## config.mk

```make
export PLATFORM = sky130hd
export DESIGN_NAME = serial_operand_loader_flat
export DESIGN_NICKNAME = d
export VERILOG_FILES = /design/src/rtl/serial_operand_loader_if.sv /design/src/rtl/serial_operand_loader.sv /design/src/flat_wrapper.sv
export SDC_FILE = /design/constraint.sdc
export NUM_CORES = 1
export LEC_CHECK = 0
export ABC_AREA = 1
export CAP_MARGIN = 30
export CORE_MARGIN = 1
export CORE_UTILIZATION = 55
export CTS_CLUSTER_DIAMETER = 150
export DETAILED_ROUTE_END_ITERATION = 10
export DONT_BUFFER_PORTS = 1
export MAX_ROUTING_LAYER = met4
export PLACE_DENSITY = 0.7
export SLEW_MARGIN = 0
export SYNTH_ARGS = -nofsm -noshare
export SYNTH_HDL_FRONTEND = slang
export SYNTH_SLANG_ARGS = --single-unit
```

## constraint.sdc

```tcl
create_clock -name clk -period 1.7 [get_ports clk]
set_clock_uncertainty 0.15 [all_clocks]
set_input_delay 0.34 -clock clk [delete_from_list [all_inputs] [get_ports clk]]
set_output_delay 0.34 -clock clk [all_outputs]
set_load 0.01 [all_outputs]
```

## src/rtl/serial_operand_loader_if.sv

```systemverilog
// rtl/serial_operand_loader_if.sv - operand/result handshakes and serial adder bit bus (optional SERIAL_LOADER_OVF_EN adds ovf_out)
interface serial_operand_loader_if #(
    parameter int WIDTH = 8
);
    // Operand word handshake
    logic             in_valid;
    logic             in_ready;
    logic [WIDTH-1:0] a_in;
    logic [WIDTH-1:0] b_in;
    logic             cin_in;

    // Bit-serial adder side
    logic             add_clr;
    logic             bit_valid;
    logic             a_bit;
    logic             b_bit;
    logic             cin_bit;
    logic             s_bit;
    logic             c_bit;

    // Result handshake
    logic             out_valid;
    logic             out_ready;
    logic [WIDTH-1:0] sum_out;
    logic             cout_out;
`ifdef SERIAL_LOADER_OVF_EN
    logic             ovf_out;
`endif

    // Loader side
    modport slave (
        input  in_valid, a_in, b_in, cin_in, s_bit, c_bit, out_ready,
`ifdef SERIAL_LOADER_OVF_EN
        output ovf_out,
`endif
        output in_ready, add_clr, bit_valid, a_bit, b_bit, cin_bit,
        output out_valid, sum_out, cout_out
    );

    // Producer / consumer / adder side
    modport master (
        output in_valid, a_in, b_in, cin_in, s_bit, c_bit, out_ready,
`ifdef SERIAL_LOADER_OVF_EN
        input  ovf_out,
`endif
        input  in_ready, add_clr, bit_valid, a_bit, b_bit, cin_bit,
        input  out_valid, sum_out, cout_out
    );
endinterface

```

## src/rtl/serial_operand_loader.sv

```systemverilog
// rtl/serial_operand_loader.sv - bit-serial adder operand streamer and sum collector (optional SERIAL_LOADER_OVF_EN adds ovf_out)
module serial_operand_loader #(
    parameter int WIDTH     = 8,
    parameter int ADDER_LAT = 0
) (
    input  logic                   clk,
    input  logic                   clr_n,
    serial_operand_loader_if.slave bus
);
    localparam int CW = $clog2(WIDTH);

    localparam logic [2:0] ST_IDLE    = 3'd0;
    localparam logic [2:0] ST_CLEAR   = 3'd1;
    localparam logic [2:0] ST_SHIFT   = 3'd2;
    localparam logic [2:0] ST_CAPTURE = 3'd3;
    localparam logic [2:0] ST_DONE    = 3'd4;

    localparam logic [CW-1:0] LAST_BIT = CW'(WIDTH - 1);

    logic [2:0]       state_q,     state_d;
    logic [WIDTH-1:0] a_sh_q,      a_sh_d;
    logic [WIDTH-1:0] b_sh_q,      b_sh_d;
    logic             cin_q,       cin_d;
    logic [CW-1:0]    cnt_q,       cnt_d;
    logic             add_clr_q,   add_clr_d;
    logic             bit_valid_q, bit_valid_d;
    logic             a_bit_q,     a_bit_d;
    logic             b_bit_q,     b_bit_d;
    logic             cin_bit_q,   cin_bit_d;
    logic             bv_dly_q,    bv_dly_d;
    logic             out_valid_q, out_valid_d;
    logic [WIDTH-1:0] sum_q,       sum_d;
    logic             cout_q,      cout_d;
`ifdef SERIAL_LOADER_OVF_EN
    logic             ovf_q,       ovf_d;
`endif
    logic             cap_en;

    // With a zero-latency adder the sum bit pairs with the bit on the bus;
    // otherwise it arrives one cycle behind the bit that produced it.
    assign cap_en = (ADDER_LAT == 0) ? bit_valid_q : bv_dly_q;

    // Sequencer: accept, clear the adder carry, stream WIDTH bits LSB-first, hold the result
    always_comb begin
        state_d     = state_q;
        a_sh_d      = a_sh_q;
        b_sh_d      = b_sh_q;
        cin_d       = cin_q;
        cnt_d       = cnt_q;
        add_clr_d   = 1'b0;
        bit_valid_d = 1'b0;
        a_bit_d     = 1'b0;
        b_bit_d     = 1'b0;
        cin_bit_d   = 1'b0;
        out_valid_d = out_valid_q;

        case (state_q)
            ST_IDLE: begin
                // in_ready is high in IDLE, so in_valid alone completes the handshake
                if (bus.in_valid) begin
                    a_sh_d    = bus.a_in;
                    b_sh_d    = bus.b_in;
                    cin_d     = bus.cin_in;
                    cnt_d     = '0;
                    add_clr_d = 1'b1;
                    state_d   = ST_CLEAR;
                end
            end
            ST_CLEAR: begin
                // Present bit 0 on the edge that ends the clear pulse
                bit_valid_d = 1'b1;
                a_bit_d     = a_sh_q[0];
                b_bit_d     = b_sh_q[0];
                cin_bit_d   = cin_q;
                a_sh_d      = a_sh_q >> 1;
                b_sh_d      = b_sh_q >> 1;
                state_d     = ST_SHIFT;
            end
            ST_SHIFT: begin
                if (cnt_q == LAST_BIT) begin
                    if (ADDER_LAT == 0) begin
                        state_d     = ST_DONE;
                        out_valid_d = 1'b1;
                    end else begin
                        state_d     = ST_CAPTURE;
                    end
                end else begin
                    cnt_d       = cnt_q + CW'(1);
                    bit_valid_d = 1'b1;
                    a_bit_d     = a_sh_q[0];
                    b_bit_d     = b_sh_q[0];
                    a_sh_d      = a_sh_q >> 1;
                    b_sh_d      = b_sh_q >> 1;
                end
            end
            ST_CAPTURE: begin
                // Last delayed sum bit is taken on this edge
                state_d     = ST_DONE;
                out_valid_d = 1'b1;
            end
            ST_DONE: begin
                if (bus.out_ready) begin
                    state_d     = ST_IDLE;
                    out_valid_d = 1'b0;
                end
            end
            default: begin
                state_d     = ST_IDLE;
                out_valid_d = 1'b0;
            end
        endcase
    end

    // Result assembly: sum bits enter at the MSB so bit k lands at position k after WIDTH captures
    always_comb begin
        sum_d    = sum_q;
        cout_d   = cout_q;
        bv_dly_d = bit_valid_q;
`ifdef SERIAL_LOADER_OVF_EN
        ovf_d    = ovf_q;
`endif
        if (cap_en) begin
            sum_d  = {bus.s_bit, sum_q[WIDTH-1:1]};
            cout_d = bus.c_bit;
`ifdef SERIAL_LOADER_OVF_EN
            // cout_q still holds the carry of the previous bit, so on the
            // final capture this is carry(WIDTH-2) xor carry(WIDTH-1)
            ovf_d  = cout_q ^ bus.c_bit;
`endif
        end
    end

    // Sequencer and adder-bus registers
    always_ff @(posedge clk or negedge clr_n) begin
        if (!clr_n) begin
            state_q     <= ST_IDLE;
            a_sh_q      <= '0;
            b_sh_q      <= '0;
            cin_q       <= 1'b0;
            cnt_q       <= '0;
            add_clr_q   <= 1'b0;
            bit_valid_q <= 1'b0;
            a_bit_q     <= 1'b0;
            b_bit_q     <= 1'b0;
            cin_bit_q   <= 1'b0;
            out_valid_q <= 1'b0;
        end else begin
            state_q     <= state_d;
            a_sh_q      <= a_sh_d;
            b_sh_q      <= b_sh_d;
            cin_q       <= cin_d;
            cnt_q       <= cnt_d;
            add_clr_q   <= add_clr_d;
            bit_valid_q <= bit_valid_d;
            a_bit_q     <= a_bit_d;
            b_bit_q     <= b_bit_d;
            cin_bit_q   <= cin_bit_d;
            out_valid_q <= out_valid_d;
        end
    end

    // Result registers
    always_ff @(posedge clk or negedge clr_n) begin
        if (!clr_n) begin
            sum_q    <= '0;
            cout_q   <= 1'b0;
            bv_dly_q <= 1'b0;
`ifdef SERIAL_LOADER_OVF_EN
            ovf_q    <= 1'b0;
`endif
        end else begin
            sum_q    <= sum_d;
            cout_q   <= cout_d;
            bv_dly_q <= bv_dly_d;
`ifdef SERIAL_LOADER_OVF_EN
            ovf_q    <= ovf_d;
`endif
        end
    end

    assign bus.in_ready  = (state_q == ST_IDLE);
    assign bus.add_clr   = add_clr_q;
    assign bus.bit_valid = bit_valid_q;
    assign bus.a_bit     = a_bit_q;
    assign bus.b_bit     = b_bit_q;
    assign bus.cin_bit   = cin_bit_q;
    assign bus.out_valid = out_valid_q;
    assign bus.sum_out   = sum_q;
    assign bus.cout_out  = cout_q;
`ifdef SERIAL_LOADER_OVF_EN
    assign bus.ovf_out   = ovf_q;
`endif

endmodule

```

## src/flat_wrapper.sv

```systemverilog
// flat-port wrapper written by rule: the top's interface ports become plain ports
module serial_operand_loader_flat 
#(
    parameter int WIDTH     = 8,
    parameter int ADDER_LAT = 0
)
  (clk, clr_n, bus_in_valid, bus_a_in, bus_b_in, bus_cin_in, bus_s_bit, bus_c_bit, bus_out_ready, bus_in_ready, bus_add_clr, bus_bit_valid, bus_a_bit, bus_b_bit, bus_cin_bit, bus_out_valid, bus_sum_out, bus_cout_out);
  serial_operand_loader_if #(.WIDTH(WIDTH)) bus_i ();
  input  logic clk;
  input  logic clr_n;
  input wire logic [$bits(bus_i.in_valid)-1:0] bus_in_valid;
  input wire logic [$bits(bus_i.a_in)-1:0] bus_a_in;
  input wire logic [$bits(bus_i.b_in)-1:0] bus_b_in;
  input wire logic [$bits(bus_i.cin_in)-1:0] bus_cin_in;
  input wire logic [$bits(bus_i.s_bit)-1:0] bus_s_bit;
  input wire logic [$bits(bus_i.c_bit)-1:0] bus_c_bit;
  input wire logic [$bits(bus_i.out_ready)-1:0] bus_out_ready;
  output wire logic [$bits(bus_i.in_ready)-1:0] bus_in_ready;
  output wire logic [$bits(bus_i.add_clr)-1:0] bus_add_clr;
  output wire logic [$bits(bus_i.bit_valid)-1:0] bus_bit_valid;
  output wire logic [$bits(bus_i.a_bit)-1:0] bus_a_bit;
  output wire logic [$bits(bus_i.b_bit)-1:0] bus_b_bit;
  output wire logic [$bits(bus_i.cin_bit)-1:0] bus_cin_bit;
  output wire logic [$bits(bus_i.out_valid)-1:0] bus_out_valid;
  output wire logic [$bits(bus_i.sum_out)-1:0] bus_sum_out;
  output wire logic [$bits(bus_i.cout_out)-1:0] bus_cout_out;
  assign bus_i.in_valid = bus_in_valid;
  assign bus_i.a_in = bus_a_in;
  assign bus_i.b_in = bus_b_in;
  assign bus_i.cin_in = bus_cin_in;
  assign bus_i.s_bit = bus_s_bit;
  assign bus_i.c_bit = bus_c_bit;
  assign bus_i.out_ready = bus_out_ready;
  assign bus_in_ready = bus_i.in_ready;
  assign bus_add_clr = bus_i.add_clr;
  assign bus_bit_valid = bus_i.bit_valid;
  assign bus_a_bit = bus_i.a_bit;
  assign bus_b_bit = bus_i.b_bit;
  assign bus_cin_bit = bus_i.cin_bit;
  assign bus_out_valid = bus_i.out_valid;
  assign bus_sum_out = bus_i.sum_out;
  assign bus_cout_out = bus_i.cout_out;
  serial_operand_loader #(.WIDTH(WIDTH), .ADDER_LAT(ADDER_LAT)) u_core (.clk(clk), .clr_n(clr_n), .bus(bus_i));
endmodule
```

======== After elaboration in Yosys (flattened, before gate mapping) ========
Index checks and enable logic that the tools add are counted.
W data, S select, Z words.
storage, ports and cells
  bits in registers ....................... 38
  bits of input ports ..................... 23
  output and inout bits ................... 16
  word-level logic and storage cells ...... 58
operators by class
  add/subtract/negate cells ............... 1
  equal/unequal tests ..................... 9
  muxes and demuxes ....................... 25
  bitwise gates (word level) .............. 1
  reduce and logical (&&, ||, !) cells .... 9
operators with widths
  operator               count
  $pmux W8 S3            2
  $mux W8                4
  $mux W3                5
  $pmux W3 S5            1
  $reduce_and A3 Y1      4
  $mux W1                8
  $eq A3 B2 Y1 const B   2
  $eq A3 B3 Y1 const B   2
  $ne A2 B2 Y1 const B   3
  $pmux W1 S2            3
  $pmux W3 S2            1
  $pmux W1 S4            1
  $add A3 B1 Y3 const B  1
  $eq A3 B1 Y1 const B   1
  $logic_not A3 Y1       1
  $reduce_bool A3 Y1     1
  $ne A2 B1 Y1 const B   1
  $reduce_and A2 Y1      1
  $reduce_bool A2 Y1     1
  $reduce_or A2 Y1       1
  $not A1 Y1             1

======== Depth between registers and ports, before layout ========
Gate-level depths: netlist of the first run.
  depth in word-level cells ............... 4
  depth in mapped cells ................... 9
  gate-level depth less buffers ........... 7

======== Worst setup path before layout of the first run ========
OpenSTA, ideal clock, no wires.
  path type ............................... register -> register
  start point ............................. reg u_core.cnt_q[0]
  end point ............................... reg u_core.a_sh_q[0]
  library setup time ...................... 0.064 ns
  arrival ................................. 1.314 ns
  setup slack ............................. 0.173 ns
  stages on the path, launching flop included .. 9
  buffers on the path ..................... 1
  cell sequence ........................... dfrtp_1 > ha_1 > ha_1 > o21ai_2 > nand2_2 > nor2_8 > buf_12 > nand2_2 > nand2_2
between the ends
  longest elaborated chain between the ends .. 3
RTL lines
  element                             line                          text
  start, declared                     serial_operand_loader.sv:24   logic [CW-1:0] cnt_q, cnt_d;
  start signal, assigned              serial_operand_loader.sv:152  cnt_q <= cnt_d;
  $eq A3 B3 Y1                        serial_operand_loader.sv:80   if (cnt_q == LAST_BIT) begin
  $ne A2 B2 Y1 (no source line)       n/a
  $reduce_and A3 Y1 (no source line)  n/a
  end signal, assigned                serial_operand_loader.sv:149  a_sh_q <= a_sh_d;
  end, declared                       serial_operand_loader.sv:21   logic [WIDTH-1:0] a_sh_q, a_sh_d;
Every way passes these cells.
A chain may end at the register's enable or synchronous reset.

======== Worst setup path after layout of the first run ========
  start point ............................. reg u_core.state_q[0]
  end point ............................... out bus_in_ready
between the ends
  longest elaborated chain between the ends .. 1
RTL lines
  element                 line                          text
  start, declared         serial_operand_loader.sv:20   logic [2:0] state_q, state_d;
  start signal, assigned  serial_operand_loader.sv:148  state_q <= state_d;
  $logic_not A3 Y1        serial_operand_loader.sv:181  assign bus.in_ready = (state_q == ST_IDLE);
  end, declared           flat_wrapper.sv:18            output wire logic [$bits(bus_i.in_ready)-1:0] bus_in_ready;
Every way passes these cells.

==> impl_metrics.yaml, run 1 <==
sta:
  slew_headroom_pct: 80.35
  finalSetupViolCount: 0
  drv_slew: 0
  period_share_pct: 96.32
  tightest_slew_ns: 0.2948
  setup_tns_ns: 0
  fmaxAchievable_ghz: 0.6107
  fin_ws_ns: 0.06252
  hold_viol: 0
  fin_crit_ns: 1.637
setup_path:
  required_ns: 1.21
  crit_chain: "nor2_4, nand2_4, inv_2"
  cp-end-kind: "output pin"
  r2r_cells: 8
  r2r_setup_slack_ns: 0.09
  path_max_fanout: 6
  path_buf_inv: 1
  cp.arrival_ns: 1.15
  critPathKind: "register to output pin"
  critical_path.slowest_cell: "dfrtp_1"
  cp_top_family: "flip-flops"
  r2r-start: "u_core.cnt_q[0]$_DFFE_PN0P_"
  rr_endpoint: "u_core.a_sh_q[1]$_DFFE_PN0P_"
  cp-start-kind: "register"
  cpPeakStageDelay_ns: 0.50
pwr:
  total_power_mw: 4.327
  power_per_cell_area_nw_per_um2: 1984
  p_leak_nw: 1.106
  comb_power_share_pct: 46.2
  clkPwrFrac_pct: 14.4
  p_int_mw: 2.416
  peakVddDrop_mv: 1.004
  switchingPower_mw: 1.911
  p_sw_share_pct: 44.16
  sequentialPowerShare_pct: 39.4
synth:
  async_flop_share_pct: 100.0
  synth-seq-area-share_pct: 48.97
  avgSynthCellArea_um2: 8.990
  yosysTopAreaCell: "dfrtp_1"
  netlist_area_um2: 1942
  syn_nets: 241
  ys_types: 26
  ys_top_cells_by_area: "dfrtp_1 49%, nand2_2 13%, nand2_1 11%"
  synth_top_area_share_pct: 48.97
  yosys_warnings: 0
  synth_edf_count: 0
  netlist_instances: 216
  synth.most_common_cell: "nand2_1"
  synth_top_cells_by_count: "55 x nand2_1, 40 x nand2_2, 38 x dfrtp_1"
  synth_seq_cells: 38
  synthFlopType: "dfrtp_1"
route:
  ant_nets: 0
  drc: 0
  firstDrtPassIters: 4
  drt-total-wl_um: 3640
  dr_total_vias: 1453
  wire_per_inst_um: 13.19
  drtIter0Drc: 77
  vias_per_cell: 5.264
global_route:
  overflow: 0
  grt_pass1_vias: 1289
  grt_pass1_wl_um: 5782
  grt_start_max_net_pins: 39
  gr-usage-all-layers_pct: 22.43
  grt_antenna_before_repair: 0
placement:
  place.gp.congestion: 0.8312
  dp_hpwl_um: 2399
  dp_slack_ns: 0.0006124
  io_buffers: 0
  placed_area_um2: 1946
clocking:
  cts_max_path_buffers: 2
  clock_latency_ns: 0.35
  root_buffer: "clkbuf_4"
  cts_htree_levels: 2
  cts.clk_slew.worst_paths_ns: 0.11
  clock-sinks: 38
  cts_tree: "yes"
  cts_buffers: 5
finish:
  nets: 254
  fillerInstances: 303
  fin_area_um2: 2181
  n_antenna_cell: 0
  utilization_pct: 64.84
  area_delta_synth_final_pct: 12.31
  layout-drive-gt1-share_pct: 34.35
min_path:
  min_to: "u_core.state_q[2]$_DFFE_PN0P_"
  hp-start: "bus_out_ready"
  hold_depth: 3
  hold_path.class: "input pin to register"
floorplanning:
  io_pins: 39
  fp.coreArea_um2: 3363
  rows: 21
  die_h_um: 61.42
  start_util_pct: 57.74
  fp.dieArea_um2: 3772
  dieWidth_um: 61.42
outcome:
  outcome: "finished clean"
flow_run:
  maxCapViolCount: 0
==> power groups by stage <==
| stage | sequential, mW | combinational (mW) | clock (mW) |
|---|---|---|---|
| CTS | 1.71 | 1.95 | 0.638 |
| floorplan | 1.61 | 1.65 | 0 |
| detailed placement | 1.72 | 1.74 | 0 |
| finish | 1.71 | 2.00 | 0.623 |
| global placement | 1.70 | 1.67 | 0 |
| global route | 1.76 | 2.25 | 0.673 |
==> worst max path at each step <==
| stage | to | start | cells after the start |
|---|---|---|---|
| after global routing | bus_in_ready | u_core.state_q[0]$_DFFE_PN0P_ | 3 |
| after global placement | u_core.b_sh_q[3]$_DFFE_PN0P_ | u_core.cnt_q[0]$_DFFE_PN0P_ | 6 |
| after detailed placement | u_core.b_sh_q[6]$_DFFE_PN0P_ | u_core.cnt_q[0]$_DFFE_PN0P_ | 6 |
| after floorplan | u_core.a_sh_q[0]$_DFFE_PN0P_ | u_core.cnt_q[0]$_DFFE_PN0P_ | 8 |
| after CTS | bus_in_ready | u_core.state_q[1]$_DFFE_PN0P_ | 3 |
| final | bus_in_ready | u_core.state_q[0]$_DFFE_PN0P_ | 3 |
==> layout by cell type, fill, tap and decap left out, drive strengths merged <==
| master | Yosys | final |
|---|---|---|
| nor2 | 13 | 13 |
| inv | 18 | 18 |
| mux2 | 1 | 1 |
| clkinvlp | 0 | 2 |
| dlygate4sd3 | 0 | 4 |
| nand3b | 1 | 1 |
| o21ai | 6 | 6 |
| clkbuf | 2 | 5 |
| nand3 | 9 | 9 |
| buf | 7 | 11 |
| dfrtp | 38 | 38 |
| ha | 2 | 2 |
| a21oi | 5 | 5 |
| nand2 | 97 | 97 |
| bufinv | 0 | 1 |
| nand4 | 17 | 17 |
==> per-stage QoR <==
step | cells | hold WS [ns]
2_1_floorplan | 216 | -0.1056
3_3_place_gp | 257 | -0.1047
3_5_place_dp | 257 | -0.1048
4_1_cts | 273 | 0.01067
5_1_grt | 276 | 0.02573
6_report | 276 | 0.01581
==> worst reg2reg max path: cells and delay by family (launching register included) <==
| family | cells | cell delay, ns |
|---|---|---|
| AOI/OAI and AO/OA | 1 | 0.08 |
| and+or+nand+nor | 4 | 0.36 |
| buffers and inverters | 1 | 0.14 |
| DFF | 1 | 0.42 |
| adders and majority gates | 2 | 0.41 |
==> layout make-up <==
type	count	area, um^2	share of cell area, %
clock buffers	5	37.54	1.721
clock inverters	3	45.04	2.065
inverters	18	70.07	3.213
multi-input cells	151	857.1	39.30
flip-flops and latches	38	953.4	43.72
well taps	46	57.56	2.639
repair buffers	15	160.2	7.344
==> what timing repair did <==
item	4_1_cts	5_1_grt
endpoints found under the setup margin	16	20
hold endpoints to repair	41	0
pin swaps	2	2
buffers inserted	3	3
hold buffers	5	0
gates resized for setup	2	4
==> flip-flops by register name, summed over array words and instances, names as in the netlist <==
name                  flops
u_core.bus.b_bit          1
u_core.a_sh_q             8
u_core.bus.out_valid      1
u_core.bus.add_clr        1
u_core.bus.bit_valid      1
u_core.cnt_q              3
u_core.bus.a_bit          1
u_core.bus.cout_out       1
u_core.bus.cin_bit        1
u_core.cin_q              1
u_core.bus.sum_out        8
u_core.b_sh_q             8
u_core.state_q            3
==> cell families (layout without fill, tap and decap cells) <==
group | after synthesis | in the layout | share of synthesized area, %
multiplexers | 1 | 1 | 0.5799
adder cells (fa/ha/maj) | 2 | 2 | 1.288
AO/OA/AOI/OAI | 11 | 11 | 3.222
AND/OR/NAND/NOR | 137 | 137 | 38.14
buffers and inverters | 27 | 41 | 7.796
flip-flops | 38 | 38 | 48.97
==> per-layer routing <==
layer	track usage (%)	share of wire, %	vias up
met2	34.32	48	46
met5	-	0	-
met4	7.937	1.6	0
met3	6.092	6.4	6
li1	-	-	713
met1	28.80	44	688
Note: power is estimated with default switching activity, not from simulation.
==> inputs of run 2 (changes only) <==
--- a/config.mk
+++ b/config.mk
@@ -10,6 +10,7 @@
 export CORE_MARGIN = 1
 export CORE_UTILIZATION = 55
 export CTS_CLUSTER_DIAMETER = 150
+export CTS_CLUSTER_SIZE = 10
 export DETAILED_ROUTE_END_ITERATION = 10
 export DONT_BUFFER_PORTS = 1
 export MAX_ROUTING_LAYER = met4
==> results of run 2 <==
Final layout, timing and power as in run 1 (identical DEF).
==> inputs of run 3 (changes only) <==
--- a/config.mk
+++ b/config.mk
@@ -10,11 +10,10 @@
 export CORE_MARGIN = 1
 export CORE_UTILIZATION = 55
 export CTS_CLUSTER_DIAMETER = 150
-export CTS_CLUSTER_SIZE = 10
 export DETAILED_ROUTE_END_ITERATION = 10
 export DONT_BUFFER_PORTS = 1
 export MAX_ROUTING_LAYER = met4
-export PLACE_DENSITY = 0.7
+export PLACE_DENSITY = 0.71
 export SLEW_MARGIN = 0
 export SYNTH_ARGS = -nofsm -noshare
 export SYNTH_HDL_FRONTEND = slang
==> impl_metrics.yaml, run 3 (synthesis gave the netlist of run 1 again) <==
finish:
  seq_area_um2: 954.7
  nets: 256
  multi_input_area_um2: 857.1
  fin_area_um2: 2190
  area_delta_synth_final_pct: 12.76
  final_cell_mix: "55 x nand2_1, 40 x nand2_2, 35 x dfrtp_1"
  n_antenna_cell: 0
  layout-drive-gt1-share_pct: 35.34
  fillerInstances: 287
  layout_commonest_cell: "nand2_1"
pwr:
  sequentialPowerShare_pct: 39.1
  comb_power_share_pct: 47.1
  total_power_mw: 4.337
  p_sw_share_pct: 43.80
  p_int_mw: 2.437
  peakVddDrop_mv: 0.9343
  switchingPower_mw: 1.899
  clkPwrFrac_pct: 13.9
  p_leak_nw: 1.122
  power_per_cell_area_nw_per_um2: 1981
clocking:
  cts_htree_levels: 2
  clock_latency_ns: 0.34
  cts_buffers: 5
  root_buffer: "clkbuf_4"
  cts_max_path_buffers: 2
  cts_tree: "yes"
  clock-sinks: 38
  cts.clk_slew.worst_paths_ns: 0.11
sta:
  hold_viol: 0
  fin_ws_ns: 0.08382
  drv_slew: 0
  period_share_pct: 95.07
  fmaxAchievable_ghz: 0.6187
  finalSetupViolCount: 0
  worst_hold_slack_ns: 0.01710
  tightest_slew_ns: 0.2548
  fin_crit_ns: 1.616
  slew_headroom_pct: 83.01
global_route:
  grt_antenna_before_repair: 0
  grt_pass1_wl_um: 5934
  grt_start_max_net_pins: 39
  overflow: 0
  grt_pass1_vias: 1363
  gr-usage-all-layers_pct: 22.81
floorplanning:
  fp.coreArea_um2: 3363
  fp.dieArea_um2: 3772
  start_util_pct: 57.74
  dieWidth_um: 61.42
  io_pins: 39
  die_h_um: 61.42
  rows: 21
placement:
  placed_area_um2: 1946
  dp_slack_ns: 0.01494
  dp_hpwl_um: 2434
  io_buffers: 0
  place.gp.congestion: 0.8167
min_path:
  hold_path.class: "input pin to register"
route:
  top_layer: "met4"
  wire_per_inst_um: 13.24
  drc: 0
  vias_per_cell: 5.335
  firstDrtPassIters: 4
  wl_met3_um: 250
  m1WireLength_um: 1510
  dr_total_vias: 1483
  ant_nets: 0
  dr_wl_met2_um: 1832
  drtIter0Drc: 49
  drt-total-wl_um: 3680
outcome:
  outcome: "finished clean"
setup_path:
  cpPeakStageDelay_ns: 0.48
  cp-start-kind: "register"
  path_common_cell: "inv_2"
  path_max_fanout: 6
  cp-end-kind: "output pin"
  required_ns: 1.21
  critical_path.slowest_cell: "dfrtp_2"
  cp.arrival_ns: 1.13
  critPathKind: "register to output pin"
  crit_chain: "inv_2, nand2_4, inv_2"
flow_run:
  maxCapViolCount: 0
==> run 3: changes by cell type in the layout (fill, tap and decap cells not counted) <==
cell        delta
inv_2          +1
dfrtp_2        +1
clkinv_2       +2
clkinvlp_4     -2
inv_4          -1
buf_4          +2
dfrtp_1        -1
==> run 3: layout make-up <==
type	count	share of cell area (%)
tap	46	2.629
timing repair buffer	17	8.000
multi-input combinational	151	39.14
clock buffer	5	1.714
clock inverter	3	1.829
sequential	38	43.60
inverter	18	3.086
==> run 3: repair_timing <==
action,CTS,global route
endpoints found under the hold margin,41,0
hold buffers,5,0
setup endpoints to repair,5,18
buffers inserted,3,5
pin swaps,2,2
gates resized for setup,2,4
==> run 3: worst paths after layout <==
path	startpoint	endpoint	slack [ns]	cells past startpoint
worst max-delay path	u_core.state_q[1]$_DFFE_PN0P_	bus_in_ready	0.08	3
worst min-delay path	bus_out_ready	u_core.state_q[2]$_DFFE_PN0P_	0.02	3
worst max register to register	u_core.cnt_q[0]$_DFFE_PN0P_	u_core.b_sh_q[0]$_DFFE_PN0P_	0.09	8
worst min register to register	u_core.b_sh_q[0]$_DFFE_PN0P_	u_core.b_sh_q[0]$_DFFE_PN0P_	0.34	2
max in group asynchronous	clr_n	u_core.state_q[0]$_DFFE_PN0P_	0.88	2
min in group asynchronous	clr_n	u_core.bus.sum_out[5]$_DFFE_PN0P_	0.31	2
==> run 3: worst max-delay path: cells and delay by family (launching register included) <==
kind,cells,cell delay (ns)
flip-flops,1,0.48
buffers and inverters,2,0.23
AND/OR/NAND/NOR,1,0.08
==> run 3: power by group through the flow <==
stage          clock network [mW]  logic [mW]  registers (mW)
3_3_place_gp                    0        1.67            1.70
3_5_place_dp                    0        1.75            1.71
6_report                    0.601        2.04            1.69
5_1_grt                     0.665        2.29            1.76
2_1_floorplan                   0        1.65            1.61
4_1_cts                     0.626        1.95            1.70
==> run 3: routing by layer <==
layer  GRT usage [%]  up-vias
li1                -      716
met1           28.30      709
met2           35.25       50
met3           5.672        8
met4           10.48        0
met5               -        -
==> run 3: per-stage QoR <==
stage | utilization, % | setup TNS [ns] | instances
finish | 65.10 | 0 | 278
global route | 65.10 | -0.05253 | 278
CTS | 63.62 | 0 | 273
detailed placement | 57.85 | 0 | 257
global placement | 57.85 | 0 | 257
floorplan | - | 0 | 216
